--- src/rtl/instruction_fetch_unit.sv ---
// Instruction fetch unit: owns the fetch PC, issues word reads over a ready handshake
// and hands each fetched word to the decoder with a one-cycle load pulse.
module instruction_fetch_unit #(
  parameter logic [15:0] RESET_PC = 16'h0000,
  parameter int unsigned MAX_WAIT = 8
) (
  input  logic        clk,
  input  logic        reset,
  input  logic        fetch_req,
  input  logic        redirect,
  input  logic [15:0] redirect_pc,
  output logic [15:0] mem_addr,
  output logic        mem_rd,
  input  logic        mem_ready,
  input  logic [15:0] mem_rdata,
  output logic [15:0] inst_data,
  output logic        inst_en,
  output logic [15:0] pc,
  output logic [15:0] pc_next,
  output logic        fetch_busy,
  output logic        fetch_fault
);

  // state   | meaning
  // S_IDLE  | no read outstanding; starts a fetch when fetch_req is high
  // S_REQ   | mem_rd held high, waiting for mem_ready or timeout
  // S_FAULT | misaligned redirect or timeout; only an even redirect leaves
  typedef enum logic [1:0] {
    S_IDLE  = 2'd0,
    S_REQ   = 2'd1,
    S_FAULT = 2'd2
  } state_t;

  localparam logic [7:0] WAIT_LAST = 8'(MAX_WAIT - 1);

  state_t      state_q;
  logic [15:0] fetch_pc_q;
  logic [15:0] inst_data_q;
  logic [15:0] pc_q;
  logic [15:0] pc_next_q;
  logic        mem_rd_q;
  logic        inst_en_q;
  logic        busy_q;
  logic        fault_q;
  logic [7:0]  wait_q;
  logic [15:0] fetch_pc_inc_d;

  assign fetch_pc_inc_d = fetch_pc_q + 16'd2;

  always_ff @(posedge clk or negedge reset) begin
    if (!reset) begin
      state_q     <= S_IDLE;
      fetch_pc_q  <= RESET_PC;
      inst_data_q <= 16'h0000;
      pc_q        <= RESET_PC;
      pc_next_q   <= RESET_PC + 16'd2;
      mem_rd_q    <= 1'b0;
      inst_en_q   <= 1'b0;
      busy_q      <= 1'b0;
      fault_q     <= 1'b0;
      wait_q      <= 8'd0;
    end else begin
      inst_en_q <= 1'b0;
      // Redirect wins over any same-cycle mem_ready; that returning word is dropped.
      if (redirect) begin
        fetch_pc_q <= redirect_pc;
        mem_rd_q   <= 1'b0;
        busy_q     <= 1'b0;
        if (redirect_pc[0]) begin
          state_q <= S_FAULT;
          fault_q <= 1'b1;
        end else begin
          state_q <= S_IDLE;
          fault_q <= 1'b0;
        end
      end else begin
        case (state_q)
          S_IDLE: begin
            if (fetch_req) begin
              state_q  <= S_REQ;
              mem_rd_q <= 1'b1;
              busy_q   <= 1'b1;
              wait_q   <= 8'd0;
            end
          end
          S_REQ: begin
            if (mem_ready) begin
              inst_data_q <= mem_rdata;
              inst_en_q   <= 1'b1;
              pc_q        <= fetch_pc_q;
              pc_next_q   <= fetch_pc_inc_d;
              fetch_pc_q  <= fetch_pc_inc_d;
              state_q     <= S_IDLE;
              mem_rd_q    <= 1'b0;
              busy_q      <= 1'b0;
            end else if (wait_q == WAIT_LAST) begin
              wait_q   <= wait_q + 8'd1;
              state_q  <= S_FAULT;
              fault_q  <= 1'b1;
              mem_rd_q <= 1'b0;
              busy_q   <= 1'b0;
            end else begin
              wait_q <= wait_q + 8'd1;
            end
          end
          S_FAULT: begin
            mem_rd_q <= 1'b0;
            busy_q   <= 1'b0;
          end
          default: begin
            state_q  <= S_IDLE;
            mem_rd_q <= 1'b0;
            busy_q   <= 1'b0;
          end
        endcase
      end
    end
  end

  assign mem_addr    = fetch_pc_q;
  assign mem_rd      = mem_rd_q;
  assign inst_data   = inst_data_q;
  assign inst_en     = inst_en_q;
  assign pc          = pc_q;
  assign pc_next     = pc_next_q;
  assign fetch_busy  = busy_q;
  assign fetch_fault = fault_q;

endmodule

--- config.mk ---
export PLATFORM = sky130hd
export DESIGN_NAME = instruction_fetch_unit
export DESIGN_NICKNAME = d
export VERILOG_FILES = /design/src/rtl/instruction_fetch_unit.sv
export SDC_FILE = /design/constraint.sdc
export NUM_CORES = 1
export LEC_CHECK = 0
export CAP_MARGIN = 20
export CORE_MARGIN = 3
export CORE_UTILIZATION = 30
export DETAILED_ROUTE_END_ITERATION = 12
export PLACE_DENSITY_LB_ADDON = 0.05
export SLEW_MARGIN = 20
export SYNTH_ARGS = -nofsm -noshare
export SYNTH_HDL_FRONTEND = slang
export SYNTH_SLANG_ARGS = --single-unit
--- constraint.sdc ---
create_clock -name clk -period 5.68 [get_ports clk]
set_input_delay 1.136 -clock clk [delete_from_list [all_inputs] [get_ports clk]]
set_output_delay 1.136 -clock clk [all_outputs]
set_load 0.03 [all_outputs]
==> impl_summary.log, run 1 <==
INFO  metric outcome = finished clean
INFO  metric final-instance-count-excl-fill = 554
INFO  metric dr.pass1.iters = 4
INFO  metric drv.max_cap_violation_count = 0
INFO  metric synth_top_cell_area_share = 0.539
INFO  metric power_density = 392 mW/mm²
INFO  metric clock_skew = 6.35 ps
INFO  metric post_route_cells_drive_above_1_share = 0.140
INFO  metric setup-tns-final = 0 ps
INFO  metric floorplan.die.width = 114 µm
INFO  metric tightestPinTransition = 780 ps
INFO  metric cts.reportedPaths.clkPinSlew = 60 ps
INFO  metric mappedNetlistArea = 0.00348 mm²
INFO  metric syn_to_final_growth = 41.9%
INFO  metric detailroute.via_count = 2,642
INFO  metric synth-async-reset-ratio = 1.00
INFO  metric path_cells = clkdlybuf4s50_1 -> buf_4 -> nand2b_1 -> inv_2 -> mux2_2
INFO  metric drc_errors = 0
INFO  metric slowest_stage = sky130_fd_sc_hd__clkdlybuf4s50_1
INFO  metric synth-seq-area-share = 0.547
INFO  metric pin_count = 105
INFO  metric antenna_found_initial = 0
INFO  metric grt_use_total = 0.140
INFO  metric critical_path_class = input pin to register
INFO  metric dp_hpwl = 6310 µm
INFO  metric layout.nets = 448
INFO  metric max_stage_delay = 660 ps
INFO  metric cts.hold.buffers_added = 0
INFO  metric die_height = 114 µm
INFO  metric htreeDepth = 3
INFO  metric cts_setup_buffers = 0
INFO  metric floorplan.initialDensity = 0.314
INFO  metric cts_resized = 0
INFO  metric gr-total-overflow = 0
INFO  metric synth.most_common_cell = sky130_fd_sc_hd__dfrtp_1
INFO  metric antenna-diode-count = 0
INFO  metric numPortBuffers = 104
INFO  metric drt_total_wl = 8790 µm
INFO  metric first_iter_violations = 91
INFO  metric place_inst = 537
INFO  metric worstSetupStartpointType = input pin
INFO  metric floorplan.die_area = 0.0129 mm²
INFO  metric tritoncts = built
INFO  metric synth.area.top_cells = sky130_fd_sc_hd__dfrtp_1 (54%), sky130_fd_sc_hd__mux2_2 (11%), sky130_fd_sc_hd__xor2_1 (3.8%)
INFO  metric grt_first_pass_wirelength = 14,200 µm
INFO  metric netlist-cell-type-count = 44
INFO  metric worstRegToRegCells = 5
INFO  metric yosys_warnings = 0
INFO  metric rsz_0062_raised_after_global_routing = no
INFO  metric relSlewSlack = 0.480
INFO  metric postSynthRegisterBits = 76
INFO  metric fp.coreArea = 0.0111 mm²
INFO  metric finalCritPeriodShare = 0.552
INFO  metric fp-row-count = 38
INFO  metric commonest_register_cell_after_synthesis = sky130_fd_sc_hd__dfrtp_1
INFO  metric max-vdd-ir-drop = 0.192 mV
INFO  metric place.gp.congestion = 0.733
INFO  metric grt_start_max_net_pins = 77
INFO  metric timing.critical_path.required = 5890 ps
INFO  metric final_util = 0.446
INFO  metric synth_cells = 312
INFO  metric timing_max_transition_violations_final = 0
INFO  metric postRouteAntennaNets = 0
INFO  metric max_freq = 319 MHz
INFO  metric synthesis.area_per_instance = 11.2 µm²
INFO  metric mappedNetlistNets = 351
INFO  metric holdCritPathClass = register to register
INFO  metric postLayoutSetupSlackWorst = 2540 ps
INFO  metric routedWlPerCell = 15.9 µm
INFO  metric setup_slack_at_placement = 2140 ps
INFO  metric fin_crit = 3140 ps
INFO  metric power.static_leakage = 0.00204 µW
INFO  metric cts_num_sinks = 76
INFO  metric worstSetupEndpointType = register
INFO  metric timing.critical_path.fanout_max = 43
INFO  metric insertion_delay = 330 ps
INFO  metric setup_violations = 0
INFO  metric p_total = 1940 µW
INFO  metric via_count_of_the_first_global_routing_pass = 2,653
INFO  metric cts_buffer_depth = 2
INFO  metric synth_area_leader = sky130_fd_sc_hd__dfrtp_1
INFO  metric cts_made_buffers = 9
INFO  metric cts-root-buf = sky130_fd_sc_hd__clkbuf_16
INFO  metric arrival = 3350 ps
INFO  metric number_of_cells_on_the_worst_hold_path = 2
INFO  metric synth_common_cells = sky130_fd_sc_hd__dfrtp_1 (75), sky130_fd_sc_hd__mux2_2 (33), sky130_fd_sc_hd__nor2_1 (25)
INFO  metric synth_edf_count = 0
INFO  metric timing.final.hold_violations = 0
INFO  metric drt-vias-per-instance = 4.77
[cells by family (layout without fill, tap and decap cells)]
logic type	after synthesis	after routing	synth area share
AND/OR/NAND/NOR	96	96	0.145
flip-flops	76	76	0.547
AO/OA/AOI/OAI	49	49	0.0798
multiplexers	35	35	0.113
XOR/XNOR	29	29	0.0730
buffers and inverters	25	127	0.0352
adder cells (fa/ha/maj)	2	2	0.00719
[worst max-delay path: cells and delay by family]
| kind | cells | cell delay [ps] |
|---|---|---|
| muxes | 1 | 410 |
| and+or+nand+nor | 1 | 190 |
| buffers and inverters | 3 | 1590 |
[path summary, 6_finish.rpt]
check / start / endpoint / slack (ps)
setup / recovery: redirect / inst_data[8] / 2540
hold / removal: pc_next[1] / pc_next[1] / 490
setup reg to reg: mem_addr[1] / pc_next[15] / 3520
hold reg to reg: pc_next[1] / pc_next[1] / 490
max in group asynchronous: reset / wait_q[3] / 4320
min in group asynchronous: reset / pc_next[15] / 760
[registers in the layout, summed over array words and instances, names as in the netlist]
signal and flops:
inst_en 1, pc 16, state_q 2, wait_q 8
fetch_busy 1, mem_addr 16, pc_next 15, fetch_fault 1
inst_data 16
[per-layer routing]
metal	share of wire	track usage
met1	0.44	0.182
met2	0.49	0.228
met3	0.053	0.0355
met4	0.019	0.0505
met5	0	0
[cells in the final DEF, fill, tap and decap left out, types with 6 or more instances in the layout]
cell type / n
sky130_fd_sc_hd__nor2_1: 25
sky130_fd_sc_hd__nand2_1: 24
sky130_fd_sc_hd__mux2_2: 33
sky130_fd_sc_hd__nand4_1: 6
sky130_fd_sc_hd__nand3_1: 9
sky130_fd_sc_hd__o21ai_0: 19
sky130_fd_sc_hd__dfrtp_1: 75
sky130_fd_sc_hd__xor2_1: 15
sky130_fd_sc_hd__a21oi_1: 20
sky130_fd_sc_hd__clkbuf_16: 9
sky130_fd_sc_hd__clkdlybuf4s50_1: 103
sky130_fd_sc_hd__xnor2_1: 14
[power by group]
group	switching (µW)	leakage (µW)	internal [µW]
Sequential	83.5	0.000964	650
Combinational	323	0.000921	271
Clock	220	0.000150	387
Total	627	0.00204	1310
[final cells by class]
| cell class | instances | area (µm²) |
|---|---|---|
| Sequential cell | 76 | 1900 |
| Clock buffer | 11 | 233 |
| Timing Repair Buffer | 107 | 1070 |
| Fill cell | 1083 | 6140 |
| Tap cell | 140 | 175 |
| Clock inverter | 5 | 85.1 |
| Multi-Input combinational cell | 211 | 1450 |
| Inverter | 4 | 15.0 |
[metrics by stage]
step / instance area [µm²] / hold slack (ps)
4_1_cts: 4920 / 491
3_5_place_dp: 4600 / 476
3_3_place_gp: 4600 / 471
2_1_floorplan: 3480 / 499
5_1_grt: 4940 / 513
6_report: 4940 / 486
No activity file was read; power rests on OpenSTA's default activity.
==> inputs of run 2 (changes only) <==
Clock period 5.68 ns to 3.13 ns, I/O delays scaled along.
==> run 2 against run 1 <==
Sequential share of layout area shrank 0.13 points. First-iteration DRC count grew 12%. Hold slack lost 29 ps. Clock power grew 86%. Via count shrank 0.26%. Flip-flop and latch count is the same. Largest cell class unchanged. Largest power group unchanged. Highest routed layer unchanged.
==> impl_summary.log, run 2 (synthesized netlist as in run 1, its figures left out) <==
INFO  metric cts.reportedPaths.clkPinSlew = 60 ps (about the same)
INFO  metric worstSetupEndpointType = output port
INFO  metric timing.final.hold_violations = 0 (unchanged)
INFO  metric fp-row-count = 38 (unchanged)
INFO  metric critical_path_class = register to output port
INFO  metric drc_errors = 0 (unchanged)
INFO  metric drt_total_wl = 8960 µm (+1.9%)
INFO  metric routedLengthMet1 = 3870 µm (+0.86%)
INFO  metric layout.nets = 451 (+0.67%)
INFO  metric antenna-diode-count = 0 (unchanged)
INFO  metric max_stage_delay = 770 ps (+110 ps)
INFO  metric via_count_of_the_first_global_routing_pass = 2,730 (+2.9%)
INFO  metric timing.critical_path.required = 2500 ps (-3390 ps)
INFO  metric cts_resized = 0 (unchanged)
INFO  metric pin_count = 105 (unchanged)
INFO  metric routedWlPerCell = 16.1 µm (+1.6%)
INFO  metric layout.cells.most_common = sky130_fd_sc_hd__clkdlybuf4s50_1
INFO  metric timing.rr.end = pc_next[15]
INFO  metric tritoncts = built
INFO  metric critical_path.reg2reg.startpoint = mem_addr[2]
INFO  metric relSlewSlack = 0.351 (-0.128)
INFO  metric floorplan.die_area = 0.0129 mm² (unchanged)
INFO  metric dr.pass1.iters = 4 (unchanged)
INFO  metric grt_use_total = 0.141 (+0.000916)
INFO  metric final-instance-count-excl-fill = 556 (+0.36%)
INFO  metric setup_slack_at_placement = 597 ps (-1550 ps)
INFO  metric post_route_cells_drive_above_1_share = 0.149 (+0.00894)
INFO  metric holdCritPathClass = input pin to async pin
INFO  metric met3_wirelength = 549 µm (+18%)
INFO  metric first_iter_violations = 102 (+12%)
INFO  metric syn_to_final_growth = 42.4%
INFO  metric drv.max_cap_violation_count = 0 (unchanged)
INFO  metric place.gp.congestion = 0.744 (+1.5%)
INFO  metric cts_num_sinks = 76 (unchanged)
INFO  metric power_density = 715 mW/mm² (+83%)
INFO  metric antenna_found_initial = 0 (unchanged)
INFO  metric worstRegToRegCells = 5 (unchanged)
INFO  metric dp_hpwl = 6410 µm (+1.5%)
INFO  metric layout.cells.most_common_list = sky130_fd_sc_hd__clkdlybuf4s50_1 (103), sky130_fd_sc_hd__dfrtp_1 (75), sky130_fd_sc_hd__mux2_2 (33), sky130_fd_sc_hd__nor2_1 (25), sky130_fd_sc_hd__nand2_1 (24)
INFO  metric final_util = 0.447 (+0.00147)
INFO  metric grt_start_max_net_pins = 77 (unchanged)
INFO  metric cts-root-buf = sky130_fd_sc_hd__clkbuf_16
INFO  metric critical_path.top_delay_family = buffers and inverters
INFO  metric finalCritPeriodShare = 0.733
INFO  metric postLayoutSetupSlackWorst = 836 ps (-1710 ps)
INFO  metric floorplan.initialDensity = 0.314 (unchanged)
INFO  metric met2_length = 4480 µm (+3.7%)
INFO  metric startpoint = mem_addr[6]
INFO  metric grt_first_pass_wirelength = 14,400 µm (+1.6%)
INFO  metric fin_worst_hold_slack = 457 ps (-29.1 ps)
INFO  metric critical_path_buf_inv_count = 1 (-2)
INFO  metric slowest_stage = sky130_fd_sc_hd__clkdlybuf4s50_1
INFO  metric insertion_delay = 330 ps (about the same)
INFO  metric rsz_0062_raised_after_global_routing = no
INFO  metric cts.hold.buffers_added = 0 (unchanged)
INFO  metric cts_buffer_depth = 2 (unchanged)
INFO  metric cts_made_buffers = 9 (unchanged)
INFO  metric fp.coreArea = 0.0111 mm² (unchanged)
INFO  metric max-vdd-ir-drop = 0.318 mV (+66%)
INFO  metric die_height = 114 µm (unchanged)
INFO  metric fin_crit = 2290 ps
INFO  metric place_inst = 541 (+0.74%)
INFO  metric numPortBuffers = 104 (unchanged)
INFO  metric outcome = finished clean
INFO  metric timing_max_transition_violations_final = 0 (unchanged)
INFO  metric setup-tns-final = 0 ps (unchanged)
INFO  metric drt-vias-per-instance = 4.74 (-0.62%)
INFO  metric path_cells = clkdlybuf4s50_1
INFO  metric ff2ff_setup_slack = 1040 ps (-2480 ps)
INFO  metric routed.top_layer = met4
INFO  metric detailroute.via_count = 2,635 (-0.26%)
INFO  metric tightestPinTransition = 973 ps (+194 ps)
INFO  metric clock_skew = 5.56 ps (-0.787 ps)
INFO  metric floorplan.die.width = 114 µm (unchanged)
INFO  metric setup_violations = 0 (unchanged)
INFO  metric worstSetupStartpointType = register
INFO  metric gr-total-overflow = 0 (unchanged)
INFO  metric fill_cells = 1,108 (+2.3%)
INFO  metric timing.critical_path.fanout_max = 10 (-77%)
INFO  metric htreeDepth = 3 (unchanged)
INFO  metric postRouteAntennaNets = 0 (unchanged)
INFO  metric arrival = 1670 ps (-1680 ps)
INFO  metric max_freq = 436 MHz
INFO  metric cts_setup_buffers = 0 (unchanged)
INFO  metric power.static_leakage = 0.00205 µW (+0.79%)
## run 2: routing by layer
| metal | up-vias | GRT usage |
|---|---|---|
| met4 | 0 | 0.0240 |
| met1 | 1277 | 0.180 |
| met5 | - | 0 |
| met3 | 7 | 0.0430 |
| met2 | 64 | 0.241 |
| li1 | 1287 | - |
## run 2: area by class of cell
| type | count | area (µm²) | share of cell area |
|---|---|---|---|
| inverter | 4 | 15.0 | 0.00303 |
| timing repair buffer | 110 | 1080 | 0.219 |
| tap | 140 | 175 | 0.0354 |
| clock inverter | 5 | 85.1 | 0.0172 |
| multi-input combinational | 211 | 1450 | 0.293 |
| clock buffer | 10 | 239 | 0.0482 |
| sequential | 76 | 1900 | 0.384 |
## run 2: worst max-delay path by stage
stage                       end  slack, ps  cells after the start
floorplan           pc_next[15]       1070                      5
global placement    pc_next[12]        650                      7
detailed placement   pc_next[9]        600                      7
CTS                 mem_addr[6]        810                      1
global route        mem_addr[6]        740                      1
finish              mem_addr[6]        840                      1
## run 2: per-stage QoR
| stage | cell area, µm² | power (µW) |
|---|---|---|
| detailed placement | 4630 | 2450 |
| finish | 4950 | 3540 |
| global placement | 4630 | 2440 |
| global route | 4950 | 3720 |
| CTS | 4950 | 3600 |
| floorplan | 3480 | 1930 |
## run 2: report_power, final
part	total, µW	switching (µW)	internal, µW	leakage, µW
clock	1130	414	720	0.000155
combinational	1080	591	493	0.000932
sequential	1330	148	1180	0.000964
